==> config.mk <==
export PLATFORM = sky130hd
export DESIGN_NAME = conv_window_sched_flat
export DESIGN_NICKNAME = d
export VERILOG_FILES = /design/src/rtl/conv_window_sched_if.sv /design/src/rtl/conv_window_sched.sv /design/src/flat_wrapper.sv
export SDC_FILE = /design/constraint.sdc
export NUM_CORES = 1
export LEC_CHECK = 0
export ABC_AREA = 0
export CORE_MARGIN = 2
export CORE_UTILIZATION = 40
export DETAILED_ROUTE_END_ITERATION = 7
export PLACE_DENSITY = 0.65
export REMOVE_ABC_BUFFERS = 1
export SKIP_LAST_GASP = 1
export SYNTH_ARGS = -nofsm -noshare
export SYNTH_HDL_FRONTEND = slang
export SYNTH_SLANG_ARGS = --single-unit
==> constraint.sdc <==
create_clock -name clk -period 9.7 [get_ports clk]
set_input_delay 0.97 -clock clk [delete_from_list [all_inputs] [get_ports clk]]
set_output_delay 0.97 -clock clk [all_outputs]
set_load 0.02 [all_outputs]
==> src/rtl/conv_window_sched_if.sv <==
// conv_window_sched_if: image RAM read port, convolve datapath strobes
// and feature RAM write port seen by the window scheduler.
interface conv_window_sched_if #(
    parameter int IMG_W      = 8,
    parameter int IMG_H      = 8,
    parameter int K          = 3,
    parameter int DATA_WIDTH = 8
);
    localparam int OUT_W = IMG_W - K + 1;
    localparam int OUT_H = IMG_H - K + 1;
    localparam int AW    = $clog2(IMG_W * IMG_H);
    localparam int OW0   = $clog2(OUT_W * OUT_H);
    localparam int OW    = (OW0 < 1) ? 1 : OW0;

    logic                  start;
    logic                  busy;
    logic                  done;
    logic                  rd_en;
    logic [AW-1:0]         rd_addr;
    logic [DATA_WIDTH-1:0] rd_data;
    logic [DATA_WIDTH-1:0] window [0:K*K-1];
    logic                  en_convolve;
    logic [DATA_WIDTH-1:0] feature_map;
    logic                  feature_out;
    logic                  wr_en;
    logic [OW-1:0]         wr_addr;
    logic [DATA_WIDTH-1:0] wr_data;

    modport master (
        input  start, rd_data, feature_map, feature_out,
        output busy, done, rd_en, rd_addr, window,
        output en_convolve, wr_en, wr_addr, wr_data
    );

    modport slave (
        output start, rd_data, feature_map, feature_out,
        input  busy, done, rd_en, rd_addr, window,
        input  en_convolve, wr_en, wr_addr, wr_data
    );
endinterface

==> src/rtl/conv_window_sched.sv <==
// conv_window_sched: walks every valid KxK window of an image, fires the
// convolve datapath and writes each result to the feature RAM.
module conv_window_sched #(
    parameter int IMG_W      = 8,
    parameter int IMG_H      = 8,
    parameter int K          = 3,
    parameter int DATA_WIDTH = 8
) (
    input  logic                clk,
    input  logic                rst,
    conv_window_sched_if.master bus
);
    localparam int KK    = K * K;
    localparam int OUT_W = IMG_W - K + 1;
    localparam int OUT_H = IMG_H - K + 1;
    localparam int AW    = $clog2(IMG_W * IMG_H);
    localparam int OW0   = $clog2(OUT_W * OUT_H);
    localparam int OW    = (OW0 < 1) ? 1 : OW0;
    localparam int KW0   = $clog2(KK);
    localparam int KW    = (KW0 < 1) ? 1 : KW0;
    localparam int CW    = $clog2(IMG_W + IMG_H) + 1;

    typedef enum logic [2:0] {
        IDLE,
        FETCH,
        CAPT,
        FIRE,
        DRAIN
    } state_t;

    state_t        state;
    logic [KW-1:0] k;
    logic [CW-1:0] kx, ky;
    logic [CW-1:0] ox, oy;
    logic [OW-1:0] pend_addr;

    logic [CW-1:0] kx_n, ky_n;
    logic [CW-1:0] ox_n, oy_n;
    logic          last_k;
    logic          last_pos;

    function automatic logic [AW-1:0] pix(
        input logic [CW-1:0] y,
        input logic [CW-1:0] x
    );
        return AW'(32'(y) * 32'(IMG_W) + 32'(x));
    endfunction

    always_comb begin
        last_k   = (k == KW'(KK - 1));
        last_pos = (ox == CW'(OUT_W - 1)) &&
                   (oy == CW'(OUT_H - 1));
        kx_n = kx + CW'(1);
        ky_n = ky;
        if (kx == CW'(K - 1)) begin
            kx_n = '0;
            ky_n = ky + CW'(1);
        end
        ox_n = ox + CW'(1);
        oy_n = oy;
        if (ox == CW'(OUT_W - 1)) begin
            ox_n = '0;
            oy_n = oy + CW'(1);
        end
    end

    always_ff @(posedge clk or negedge rst) begin
        if (!rst) begin
            state           <= IDLE;
            k               <= '0;
            kx              <= '0;
            ky              <= '0;
            ox              <= '0;
            oy              <= '0;
            pend_addr       <= '0;
            bus.busy        <= 1'b0;
            bus.done        <= 1'b0;
            bus.rd_en       <= 1'b0;
            bus.rd_addr     <= '0;
            bus.en_convolve <= 1'b0;
            for (int i = 0; i < KK; i++)
                bus.window[i] <= '0;
        end else begin
            bus.done        <= 1'b0;
            bus.en_convolve <= 1'b0;
            unique case (state)
                IDLE: begin
                    if (bus.start) begin
                        state       <= FETCH;
                        bus.busy    <= 1'b1;
                        bus.rd_en   <= 1'b1;
                        bus.rd_addr <= '0;
                        k           <= '0;
                        kx          <= '0;
                        ky          <= '0;
                        ox          <= '0;
                        oy          <= '0;
                    end
                end
                FETCH: begin
                    // data for the read issued last cycle lands now
                    if (k != '0)
                        bus.window[k - KW'(1)] <= bus.rd_data;
                    if (last_k) begin
                        bus.rd_en   <= 1'b0;
                        bus.rd_addr <= '0;
                        state       <= CAPT;
                    end else begin
                        k           <= k + KW'(1);
                        kx          <= kx_n;
                        ky          <= ky_n;
                        bus.rd_addr <= pix(oy + ky_n, ox + kx_n);
                    end
                end
                CAPT: begin
                    bus.window[KK-1] <= bus.rd_data;
                    bus.en_convolve  <= 1'b1;
                    state            <= FIRE;
                end
                FIRE: begin
                    pend_addr <= OW'(32'(oy) * 32'(OUT_W) + 32'(ox));
                    if (last_pos) begin
                        ox    <= '0;
                        oy    <= '0;
                        state <= DRAIN;
                    end else begin
                        ox          <= ox_n;
                        oy          <= oy_n;
                        k           <= '0;
                        kx          <= '0;
                        ky          <= '0;
                        bus.rd_en   <= 1'b1;
                        bus.rd_addr <= pix(oy_n, ox_n);
                        state       <= FETCH;
                    end
                end
                DRAIN: begin
                    if (bus.feature_out) begin
                        bus.done <= 1'b1;
                        bus.busy <= 1'b0;
                        state    <= IDLE;
                    end
                end
                default: state <= IDLE;
            endcase
        end
    end

    // one result in flight at most, so pend_addr always names it
    always_comb begin
        bus.wr_en   = 1'b0;
        bus.wr_addr = '0;
        bus.wr_data = {DATA_WIDTH{1'b0}};
        if (state != IDLE && bus.feature_out) begin
            bus.wr_en   = 1'b1;
            bus.wr_addr = pend_addr;
            bus.wr_data = bus.feature_map;
        end
    end
endmodule

==> src/flat_wrapper.sv <==
// flat-port wrapper written by rule: the top's interface ports become plain ports
module conv_window_sched_flat 
#(
    parameter int IMG_W      = 8,
    parameter int IMG_H      = 8,
    parameter int K          = 3,
    parameter int DATA_WIDTH = 8
)
  (clk, rst, bus_start, bus_rd_data, bus_feature_map, bus_feature_out, bus_busy, bus_done, bus_rd_en, bus_rd_addr, bus_window, bus_en_convolve, bus_wr_en, bus_wr_addr, bus_wr_data);
  conv_window_sched_if #(.IMG_W(IMG_W), .IMG_H(IMG_H), .K(K), .DATA_WIDTH(DATA_WIDTH)) bus_i ();
  input  logic clk;
  input  logic rst;
  input wire logic [$bits(bus_i.start)-1:0] bus_start;
  input wire logic [$bits(bus_i.rd_data)-1:0] bus_rd_data;
  input wire logic [$bits(bus_i.feature_map)-1:0] bus_feature_map;
  input wire logic [$bits(bus_i.feature_out)-1:0] bus_feature_out;
  output wire logic [$bits(bus_i.busy)-1:0] bus_busy;
  output wire logic [$bits(bus_i.done)-1:0] bus_done;
  output wire logic [$bits(bus_i.rd_en)-1:0] bus_rd_en;
  output wire logic [$bits(bus_i.rd_addr)-1:0] bus_rd_addr;
  output wire logic [$bits(bus_i.window)-1:0] bus_window;
  output wire logic [$bits(bus_i.en_convolve)-1:0] bus_en_convolve;
  output wire logic [$bits(bus_i.wr_en)-1:0] bus_wr_en;
  output wire logic [$bits(bus_i.wr_addr)-1:0] bus_wr_addr;
  output wire logic [$bits(bus_i.wr_data)-1:0] bus_wr_data;
  assign bus_i.start = bus_start;
  assign bus_i.rd_data = bus_rd_data;
  assign bus_i.feature_map = bus_feature_map;
  assign bus_i.feature_out = bus_feature_out;
  assign bus_busy = bus_i.busy;
  assign bus_done = bus_i.done;
  assign bus_rd_en = bus_i.rd_en;
  assign bus_rd_addr = bus_i.rd_addr;
  assign bus_window = {>>{bus_i.window}};
  assign bus_en_convolve = bus_i.en_convolve;
  assign bus_wr_en = bus_i.wr_en;
  assign bus_wr_addr = bus_i.wr_addr;
  assign bus_wr_data = bus_i.wr_data;
  conv_window_sched #(.IMG_W(IMG_W), .IMG_H(IMG_H), .K(K), .DATA_WIDTH(DATA_WIDTH)) u_core (.clk(clk), .rst(rst), .bus(bus_i));
endmodule
==> impl_results.md, run 1 <==
- Crit Path Class: reg -> reg
- YS warnings: 0
- Skew final: 0.00418 ns
- CTS H-Tree Depth: 4
- # clock sinks: 113
- Hold Path Stages: 2
- Core area: 13,700 um^2
- Final WL: 12.5 mm
- Clk network pwr share: 24.7%
- Initial antenna violation count: 0
- CP endpoint kind: flip-flop
- Vias/cell: 5.05
- Dominant synthesized flop cell: dfrtp_1
- Die W: 122 um
- R2r startpoint: u_core.kx[0]$_DFFE_PN0P_
- TritonCTS clock tree: built
- WP data arrival: 4.02 ns
- RD Place Congestion: 0.815
- Power Total: 2.87 mW
- Max cap viols: 0
- Period utilisation layout: 38.7%
- Worst Path Required: 9.96 ns
- Clk root buf: clkbuf_16
- FF-to-FF End: u_core.bus.rd_addr[5]$_DFFE_PN0P_
- Gr busiest metal: met2
- Antenna Cells: 0
- Worst-path clk slew: 0.05 ns
- CP Max Fanout: 9
- Vias in the first global route: 3,841
- Worst-Margin Slew: 0.722 ns
- Largest net degree at the start of global routing: 60
- Syn-to-layout area delta: 34.9%
- NetSw: 1.03 mW
- Ys async rst share: 100%
- PortBufs: 116
- Final Max Tran Viols: 0
- Comb pwr share: 45.7%
- Finish-stage setup viols: 0
- Reg2Reg Depth: 15
- Max Clock Freq: 266 MHz
- Post-CTS Resized: 0
- Hpwl dp: 9.05 mm
- Max Root-Sink Buffers: 2
- GRT Total Usage: 17.7%
- Distinct cells, synth: 46
- Via count: 3,816
- Reg power frac: 29.6%
- Post-CTS Setup Bufs: 0
- Avg WL per Cell: 16.6 um
- Syn Inst Count: 445
- Hold EP: u_core.pend_addr[3]$_DFFE_PN0P_
- Num rows: 43
- Hold_buf cts: 0
- Hold Path Class: reg -> reg
- Post-synth EDFFs: 0
- Met2 usage: 28.9%
- Pwr dens: 383 nW/um^2
- First-pass GRT wire length: 20.1 mm
- Fin nets: 615
- Setup Total Neg Slack: 0 ns
- # fillers: 1,179
- Worst VDD drop: 0.157 mV
- Final Hold Fails: 0
- P_int: 1.85 mW
- Total area of sequential cells: 2830 um^2
- Yosys reg bits: 113
- Total gr overflow: 0
- Area of the multi-input gates: 2570 um^2
- Relative slew slack: 51.9%
- Switching share of power: 35.7%
- CP Launch Type: flip-flop
- Initial Util: 40.6%
- DR iter-0 viols: 135
- Clk Latency, worst-skew pair: 0.41 ns
- Status: finished, final reports clean
- First-pass detailed-route iteration total: 4
- Pleak: 3.37 nW
- Die Footprint: 14,900 um^2
- Tmin final: 3.75 ns
- Vert. Die Dim: 122 um
- Syn_area_per_cell: 12.5 um^2
- Num CTS Buffers: 17
- Post-Syn Area: 5570 um^2
- Met3 usage: 4.03%
- Antenna Nets Post-Route: 0
- HP Start: u_core.pend_addr[3]$_DFFE_PN0P_
- Met1 Usage GRT: 23.1%
- IO Pins: 117
- RSZ-0062 raised after global routing: no
- DRC viols: 0
- Share of post-route cells with drive strength above 1: 16.3%
- Sequential-to-total area share from yosys stat: 50.8%
- FF-to-FF setup slack: 5.95 ns
[power by group through the flow]
stage / Clock, mW / Combinational (mW) / Sequential, mW
finish: 0.709 / 1.31 / 0.851
global route: 0.743 / 1.43 / 0.881
CTS: 0.723 / 1.33 / 0.852
detailed placement: 0 / 1.32 / 0.855
global placement: 0 / 1.30 / 0.844
floorplan: 0 / 0.594 / 1.03
[critical path: stages, from the launching register on]
cell and delay (ns):
dfrtp_1 0.42, inv_1 0.12, ha_1 0.17, nor4b_4 0.48, nor2_1 0.10, ha_1 0.25, fa_1 0.44, a21o_1 0.18
a21oi_1 0.19, xnor2_1 0.12, fa_1 0.44, xnor2_1 0.15, xnor2_1 0.20, xnor2_1 0.10, a22oi_1 0.18, o21ai_0 0.09
[cell usage after synthesis, types with 4 or more instances]
cell type  count  area share [%]
dfrtp_1      113              51
mux2_2        54              11
nand2_1       34             2.3
ha_1          27             6.1
xnor2_1       21             3.3
mux2_1        18             3.6
and2_1        16             1.8
o21ai_0       15             1.3
nor2_1        13            0.88
a21oi_1       12             1.1
inv_1         12            0.81
a22o_1         9             1.4
and3_1         9             1.0
buf_4          9             1.2
a21o_1         8             1.1
buf_2          7            0.63
nand3_1        7            0.63
fa_1           6             2.2
xor2_1         6            0.94
nand2b_1       5            0.56
o31ai_1        4            0.54
[registers in the layout, indices dropped and copies added, names as in the netlist]
signal,count
u_core.bus.busy,1
u_core.bus.done,1
u_core.bus.en_convolve,1
u_core.bus.rd_addr,6
u_core.bus.rd_en,1
u_core.bus.window,72
u_core.k,4
u_core.kx,5
u_core.ky,3
u_core.ox,5
u_core.oy,5
u_core.pend_addr,6
u_core.state,3
[final cells by class]
class,instances,share of cell area (%)
clock buffers,23,6.36
well taps,180,3.00
repair buffers,117,15.5
inverters,12,0.600
flip-flops and latches,113,37.6
multi-input cells,301,34.2
clock inverters,9,2.68
[per-layer routing]
| metal | routed length, um | share of wire, % |
|---|---|---|
| met1 | 5510 | 44 |
| met2 | 6090 | 49 |
| met3 | 729 | 5.8 |
| met4 | 223 | 1.8 |
| met5 | 0 | 0 |
[worst max-delay path by stage]
stage / endpoint / slack, ns / cells after the start / start
after CTS: u_core.bus.rd_addr[5]$_DFFE_PN0P_ / 5.96 / 15 / u_core.kx[0]$_DFFE_PN0P_
after global placement: bus_wr_data[4] / 6.15 / 4 / bus_feature_out
after floorplan: u_core.bus.rd_addr[5]$_DFFE_PN0P_ / 6.34 / 15 / u_core.kx[0]$_DFFE_PN0P_
final: u_core.bus.rd_addr[5]$_DFFE_PN0P_ / 5.95 / 15 / u_core.kx[0]$_DFFE_PN0P_
after detailed placement: u_core.bus.rd_addr[5]$_DFFE_PN0P_ / 5.97 / 15 / u_core.kx[0]$_DFFE_PN0P_
after global routing: u_core.bus.rd_addr[5]$_DFFE_PN0P_ / 5.72 / 15 / u_core.kx[0]$_DFFE_PN0P_
[cell families (layout without fill, tap and decap cells)]
logic type | Yosys count | in the layout | share of synthesized area (%)
XOR/XNOR | 27 | 27 | 4.25
multiplexers | 74 | 74 | 14.9
adder cells (fa/ha/maj) | 33 | 33 | 8.22
buffers and inverters | 31 | 161 | 3.12
AND/OR/NAND/NOR | 101 | 101 | 10.4
AO/OA/AOI/OAI | 66 | 66 | 8.36
flip-flops | 113 | 113 | 50.8
[cells in the final DEF, fill, tap and decap left out, types with 9 or more instances in the layout]
master / synthesis / layout
a21oi_1: 12 / 12
a22o_1: 9 / 9
and2_1: 16 / 16
and3_1: 9 / 9
clkbuf_16: 0 / 17
clkdlybuf4s50_1: 0 / 115
dfrtp_1: 113 / 113
ha_1: 27 / 27
inv_1: 12 / 12
mux2_1: 18 / 18
mux2_2: 54 / 54
nand2_1: 34 / 34
nor2_1: 13 / 13
o21ai_0: 15 / 15
xnor2_1: 21 / 21
[stage by stage]
stage	utilization, %	worst slack (ns)	hold slack (ns)	std cells	area (um^2)
after global routing	54.7	5.72	0.498	755	7510
after detailed placement	49.8	5.97	0.470	723	6830
final	54.7	5.95	0.476	755	7510
after global placement	49.8	6.15	0.467	723	6830
after floorplan	-	6.34	0.437	426	5440
after CTS	54.7	5.96	0.482	755	7510
Note: power is estimated with default switching activity, not from simulation.
==> run 2: changes to the inputs <==
--- a/config.mk
+++ b/config.mk
@@ -9,7 +9,7 @@
 export CORE_MARGIN = 2
 export CORE_UTILIZATION = 40
 export DETAILED_ROUTE_END_ITERATION = 7
-export PLACE_DENSITY = 0.65
+export PLACE_DENSITY = 0.68
 export REMOVE_ABC_BUFFERS = 1
 export SKIP_LAST_GASP = 1
 export SYNTH_ARGS = -nofsm -noshare
==> constraint.sdc (replaced) <==
create_clock -name clk -period 3.2 [get_ports clk]
set_input_delay 0.32 -clock clk [delete_from_list [all_inputs] [get_ports clk]]
set_output_delay 0.32 -clock clk [all_outputs]
set_load 0.02 [all_outputs]
==> run 2 against run 1 <==
Compared with the run above:
- critical path type unchanged
- combinational power grew to 3.2 times the previous value
- clock-buffer cell count shrank 1
- cell area grew 1.9%
- non-clock buffer count grew 13
- flip-flop and latch count is the same
- critical path depth grew 1
- die area is the same
- global-route usage grew 0.22 points
- register-to-register slack lost 5.9 ns
- sequential share of layout area shrank 0.69 points
- via count grew 1.3%
- worst hold slack lost 0.0086 ns
==> impl_results.md, run 2 (synthesized netlist as in run 1, its figures left out) <==
- Worst-Margin Slew: 0.727 ns
- Final WL: 12.4 mm
- RD Place Congestion: 0.820
- Initial Util: 40.6%
- Commonest non-fill, non-tap cell in the layout: clkdlybuf4s50_1
- Hold Path Class: reg -> reg
- Share of post-route cells with drive strength above 1: 19.8%
- Worst hold slack: 0.468 ns
- Top sig layer: met4
- Vias/cell: 5.04
- First-pass detailed-route iteration total: 4
- Metal-1 WL: 5.56 mm
- Final core area utilization: 55.8%
- CP Max Fanout: 3
- Worst-path clk slew: 0.05 ns
- WP data arrival: 3.44 ns
- Most frequent cells in the layout: clkdlybuf4s50_1, dfrtp_1, mux2_2
- Final Max Tran Viols: 0
- RSZ-0062 raised after global routing: yes
- Biggest regs: u_core.bus.window x72, u_core.bus.rd_addr x6, u_core.pend_addr x6
- Fin nets: 628
- Core area: 13,700 um^2
- HP Start: u_core.pend_addr[1]$_DFFE_PN0P_
- Max FFs per register: 72
- # clock sinks: 113
- Vias in the first global route: 3,921
- Hpwl dp: 9.09 mm
- Period utilisation layout: 99.0%
- Crit Path Class: reg -> reg
- Antenna Nets Post-Route: 0
- Largest stage delay, worst path: 0.41 ns
- Antenna Cells: 0
- Biggest register: u_core.bus.window
- Max Root-Sink Buffers: 2
- Final Hold Fails: 0
- Largest net degree at the start of global routing: 58
- Family with the most delay on the worst path: adder cells
- FF-to-FF End: u_core.bus.rd_addr[5]$_DFFE_PN0P_
- R2r startpoint: u_core.kx[0]$_DFFE_PN0P_
- Clk root buf: clkbuf_16
- Hold EP: u_core.pend_addr[1]$_DFFE_PN0P_
- GRT Total Usage: 18.0%
- Hold Path Stages: 2
- CP Launch Type: flip-flop
- Master of the slowest instance on the critical path: fa_2
- Status: finished, final reports clean
- WL met2: 6.04 mm
- Num CTS Buffers: 17
- Total gr overflow: 0
- DR iter-0 viols: 157
- CTS H-Tree Depth: 4
- Syn-to-layout area delta: 37.4%
- Critical Path Most Common Cell: xnor2_1
- Pleak: 3.44 nW
- Worst Path Required: 3.47 ns
- Max Clock Freq: 316 MHz
- Die W: 122 um
- Via count: 3,867
- Post-route worst setup slack: 0.0313 ns
- IO Pins: 117
- Max cap viols: 0
- Relative slew slack: 51.6%
- Avg WL per Cell: 16.2 um
- FF-to-FF setup slack: 0.03 ns
- Finish-stage setup viols: 0
- CP endpoint kind: flip-flop
- Initial antenna violation count: 0
- Clk Latency, worst-skew pair: 0.41 ns
- First-pass GRT wire length: 20.4 mm
- Vert. Die Dim: 122 um
- Worst VDD drop: 0.505 mV
- Reg2Reg Depth: 16
- PortBufs: 116
- TritonCTS clock tree: built
- Dpl ws: -0.112 ns
- Num rows: 43
- Skew final: 0.00564 ns
- Tmin final: 3.17 ns
- Die Footprint: 14,900 um^2
- DRC viols: 0
- Worst path buffer plus inverter count: 3
- Pwr dens: 1150 nW/um^2
- Crit-path cells: inv_2 > ha_1 > nor4b_4 > buf_4 > buf_6 > nor2_1 > ha_1 > a21o_1 > a21oi_1 > xnor2_1 > fa_2 > xnor2_2 > xnor2_1 > xnor2_1 > a22oi_1 > o21ai_1
- Met3 wire len: 682 um
-- run 2: final cells by class --
| type | instances | area [um^2] |
|---|---|---|
| clock inverters | 9 | 176 |
| repair buffers | 130 | 1280 |
| inverters | 12 | 45.0 |
| flip-flops and latches | 113 | 2830 |
| well taps | 180 | 225 |
| fillers | 1164 | 6070 |
| clock buffers | 22 | 494 |
| multi-input cells | 301 | 2600 |
-- run 2: worst max path at each step --
| stage | startpoint | to | depth (start not counted) |
|---|---|---|---|
| 2_1_floorplan | u_core.kx[0]$_DFFE_PN0P_ | u_core.bus.rd_addr[5]$_DFFE_PN0P_ | 15 |
| 3_3_place_gp | u_core.kx[0]$_DFFE_PN0P_ | u_core.bus.rd_addr[5]$_DFFE_PN0P_ | 15 |
| 3_5_place_dp | u_core.kx[0]$_DFFE_PN0P_ | u_core.bus.rd_addr[5]$_DFFE_PN0P_ | 15 |
| 4_1_cts | u_core.kx[0]$_DFFE_PN0P_ | u_core.bus.rd_addr[5]$_DFFE_PN0P_ | 16 |
| 5_1_grt | u_core.kx[0]$_DFFE_PN0P_ | u_core.bus.rd_addr[5]$_DFFE_PN0P_ | 16 |
| 6_report | u_core.kx[0]$_DFFE_PN0P_ | u_core.bus.rd_addr[5]$_DFFE_PN0P_ | 16 |
-- run 2: worst reg2reg max path, delay by kind of cell, from the launching register on --
kind | cells | cell delay (ns)
adder cells (fa/ha/maj) | 3 | 0.86
AO/OA/AOI/OAI | 4 | 0.67
XOR/XNOR | 4 | 0.53
flip-flops | 1 | 0.39
buffers and inverters | 3 | 0.34
AND/OR/NAND/NOR | 2 | 0.27
-- run 2: report_power, final --
group | internal (mW) | switching (mW) | total, mW
registers | 2.09 | 0.458 | 2.54
logic | 2.12 | 2.05 | 4.17
clock network | 1.48 | 0.631 | 2.11
-- run 2: per-stage QoR --
stage	instances	power [mW]	instance area, um^2	TNS (ns)
after floorplan	426	4.91	5440	-0.159
after global placement	733	6.54	6920	0
after detailed placement	733	6.67	6920	-0.112
after CTS	767	8.90	7640	0
after global routing	767	9.38	7650	-0.169
final	767	8.82	7650	0
-- run 2: routing by layer --
layer	GRT usage (%)	vias to the layer above
met2	30.1	108
met5	0	-
met3	5.29	13
li1	-	1826
met4	6.18	0
met1	22.2	1920
-- run 2: what timing repair did --
action / in CTS / in global routing
setup buffers: 2 / 0
setup endpoints to repair: 1 / 1
gates resized for setup: 9 / 2
hold endpoints to repair: 56 / 0
pin swaps: 6 / 1
hold buffers: 1 / 0
==> run 3: changes to the inputs <==
--- a/config.mk
+++ b/config.mk
@@ -5,11 +5,11 @@
 export SDC_FILE = /design/constraint.sdc
 export NUM_CORES = 1
 export LEC_CHECK = 0
-export ABC_AREA = 0
+export ABC_AREA = 1
 export CORE_MARGIN = 2
 export CORE_UTILIZATION = 40
 export DETAILED_ROUTE_END_ITERATION = 7
-export PLACE_DENSITY = 0.68
+export PLACE_DENSITY = 0.67
 export REMOVE_ABC_BUFFERS = 1
 export SKIP_LAST_GASP = 1
 export SYNTH_ARGS = -nofsm -noshare
==> run 3 against run 2 <==
Compared with the run above:
- routed wire length is 18% higher
- maximum frequency is 7.0% higher
- clock power is 11% lower
- first-iteration DRC count is 120% higher
- flip-flop and latch count stayed put
- synthesized cell count is 59% higher
- worst hold slack better by 0.017 ns
- clock-buffer cell count is 3 lower
- area after synthesis is 4.5% higher
- final cell count is 34% higher
- critical path type unchanged
==> impl_results.md, run 3 <==
- # fillers: 1,314
- P_int: 5.13 mW
- Via count: 5,072
- Ys async rst share: 100%
- Worst-path clk slew: 0.06 ns
- Die W: 125 um
- Vias/cell: 4.94
- Largest stage delay, worst path: 0.39 ns
- Worst VDD drop: 0.561 mV
- Clk Latency, worst-skew pair: 0.42 ns
- Post-layout instance area: 7830 um^2
- Share of post-route cells with drive strength above 1: 9.73%
- Clk root buf: clkbuf_16
- Worst-Margin Slew: 0.688 ns
- Commonest non-fill, non-tap cell in the layout: nand2_1
- Core area: 14,400 um^2
- Biggest register: u_core.bus.window
- CP Max Fanout: 4
- DRC viols: 0
- RD Place Congestion: 0.811
- Critical Path Most Common Cell: nand2_1
- DR iter-0 viols: 343
- Status: finished, final reports clean
- Syn-to-layout area delta: 34.6%
- Antenna Nets Post-Route: 0
- Vert. Die Dim: 125 um
- Synth top area share: 48.6%
- WP data arrival: 3.26 ns
- Max FFs per register: 72
- Total gr overflow: 0
- Sequential-to-total area share from yosys stat: 48.6%
- Num rows: 44
- Tmin final: 2.96 ns
- Max cap viols: 0
- Skew final: 0.00742 ns
- Biggest regs: u_core.bus.window x72, u_core.bus.rd_addr x6, u_core.pend_addr x6
- Crit-path cells: ha_2 > nand2_1 > nor2_2 > buf_4 > nor3_4 > ha_4 > a21oi_2 > nand2_1 > xor2_1 > ha_2 > fa_2 > inv_1 > nand2_1 > nand2_1 > nand2_1 > nand2_2 > nand2_1 > nand3_1 > nand2_1 > nand2_1 > nand2_1
- Final Max Tran Viols: 0
- Dominant synthesized flop cell: dfrtp_1
- Worst Path Required: 3.50 ns
- Reg power frac: 28.3%
- Setup Total Neg Slack: 0 ns
- Distinct cells, synth: 35
- NetSw: 3.89 mW
- Top cell type by total area after synthesis: dfrtp_1
- Comb pwr share: 50.9%
- Relative slew slack: 54.2%
- Clk network pwr share: 20.7%
- Num CTS Buffers: 17
- Max Clock Freq: 338 MHz
- Top-count cell post-synth: nand2_1
- Syn Inst Count: 708
- Syn_area_per_cell: 8.22 um^2
- Antenna Cells: 0
- Finish-stage setup viols: 0
- Worst hold slack: 0.485 ns
- Fin nets: 883
- # clock sinks: 113
- YS warnings: 0
- GRT Total Usage: 19.2%
- Hpwl dp: 9.90 mm
- Die Footprint: 15,500 um^2
- Initial Util: 40.5%
- Vias in the first global route: 4,825
- Cells taking the most area after synthesis: dfrtp_1, nand2_1, o21ai_0
- First-pass GRT wire length: 24.1 mm
- Pwr dens: 1150 nW/um^2
- Largest net degree at the start of global routing: 63
- Initial antenna violation count: 0
- Hold Path Class: reg -> reg
- Max Root-Sink Buffers: 2
- Post-synth EDFFs: 0
- CP endpoint kind: flip-flop
- Pleak: 3.75 nW
- Post-Syn Area: 5820 um^2
- Placed Area: 7150 um^2
- Top cells by instance count after synthesis: nand2_1, dfrtp_1, o21ai_0
- Final Hold Fails: 0
- Avg WL per Cell: 14.3 um
- CTS H-Tree Depth: 4
- Switching share of power: 43.1%
- Final WL: 14.7 mm
- Master of the slowest instance on the critical path: dfrtp_1
- CP Launch Type: flip-flop
- First-pass detailed-route iteration total: 4
- Most frequent cells in the layout: nand2_1, clkdlybuf4s50_1, dfrtp_1
- TritonCTS clock tree: built
- IO Pins: 117
- PortBufs: 116
- Yosys reg bits: 113
- Period utilisation layout: 92.6%
- Crit Path Class: reg -> reg
run 3: cell types whose count changed after synthesis, moves of 9 or more:
cell     change
a22o_1       -9
and2_1      -16
and3_1       -9
buf_4        -9
inv_1       +49
mux2_1      -18
mux2_2      -54
nand2_1    +226
nand3_1     +23
nor2_1      +25
o21ai_0     +55
o21ai_1     +15
xnor2_1     -16
run 3: critical path: cells and delay by family, from the launching register on:
| family | cells | cell delay (ns) |
|---|---|---|
| XOR/XNOR | 1 | 0.15 |
| buffers and inverters | 2 | 0.21 |
| AO/OA/AOI/OAI | 1 | 0.13 |
| AND/OR/NAND/NOR | 13 | 0.95 |
| flip-flops | 1 | 0.39 |
| adder cells (fa/ha/maj) | 4 | 1.02 |
run 3: power by group through the flow:
| stage | Sequential, mW | Combinational, mW | Clock (mW) |
|---|---|---|---|
| floorplan | 3.10 | 2.09 | 0 |
| global placement | 2.56 | 4.44 | 0 |
| detailed placement | 2.58 | 4.47 | 0 |
| CTS | 2.56 | 4.49 | 1.90 |
| global route | 2.65 | 5.11 | 1.95 |
| finish | 2.56 | 4.60 | 1.87 |
run 3: per-layer routing:
metal,global-route usage (%),part of all wire [%]
met1,25.8,46
met5,0,0
met2,30.3,46
met3,4.64,5.2
met4,7.20,2.1
run 3: repair_timing:
action / in CTS / in global routing
buffers inserted: 0 / 4
endpoints found under the setup margin: 0 / 1
endpoints found under the hold margin: 51 / 0
resized for setup: 0 / 14
hold buffers: 1 / 0
run 3: final cells by class:
type	instances	area (um^2)	area share, %
clock buffers	19	453	5.78
clock inverters	13	138	1.76
inverters	64	240	3.07
multi-input cells	508	2690	34.4
flip-flops and latches	113	2830	36.1
well taps	184	230	2.94
repair buffers	126	1250	15.9
run 3: worst paths after layout:
| kind | endpoint | slack, ns | depth (start not counted) | startpoint |
|---|---|---|---|---|
| worst min register to register | u_core.bus.window[47]$_DFFE_PN0P_ | 0.48 | 2 | u_core.bus.window[47]$_DFFE_PN0P_ |
| max in group asynchronous | u_core.bus.window[48]$_DFFE_PN0P_ | 1.93 | 3 | rst |
| worst min-delay path | u_core.bus.window[47]$_DFFE_PN0P_ | 0.48 | 2 | u_core.bus.window[47]$_DFFE_PN0P_ |
| worst max-delay path | u_core.bus.rd_addr[5]$_DFFE_PN0P_ | 0.24 | 21 | u_core.kx[1]$_DFFE_PN0P_ |
| worst max register to register | u_core.bus.rd_addr[5]$_DFFE_PN0P_ | 0.24 | 21 | u_core.kx[1]$_DFFE_PN0P_ |
| min in group asynchronous | u_core.bus.window[29]$_DFFE_PN0P_ | 0.49 | 2 | rst |
run 3: logic make-up (layout without fill, tap and decap cells):
family / Yosys count / in the layout / share of synthesized area [%]
xor+xnor: 16 / 16 / 2.86
mux: 1 / 1 / 0.172
flops: 113 / 113 / 48.6
simple gates: 352 / 352 / 24.9
compound gates: 106 / 106 / 9.53
buf+inv: 87 / 222 / 6.04
fa+ha+maj: 33 / 33 / 7.87
run 3: stage by stage:
step           total power [mW]  utilization [%]  setup slack [ns]  std cells
6_report                   9.02             54.5             0.238       1027
2_1_floorplan              5.19                -             0.109        685
3_5_place_dp               7.05             49.7            0.0623        990
5_1_grt                    9.71             54.5           -0.0221       1027
4_1_cts                    8.95             53.9            0.0469       1023
3_3_place_gp               7.00             49.7             0.117        990
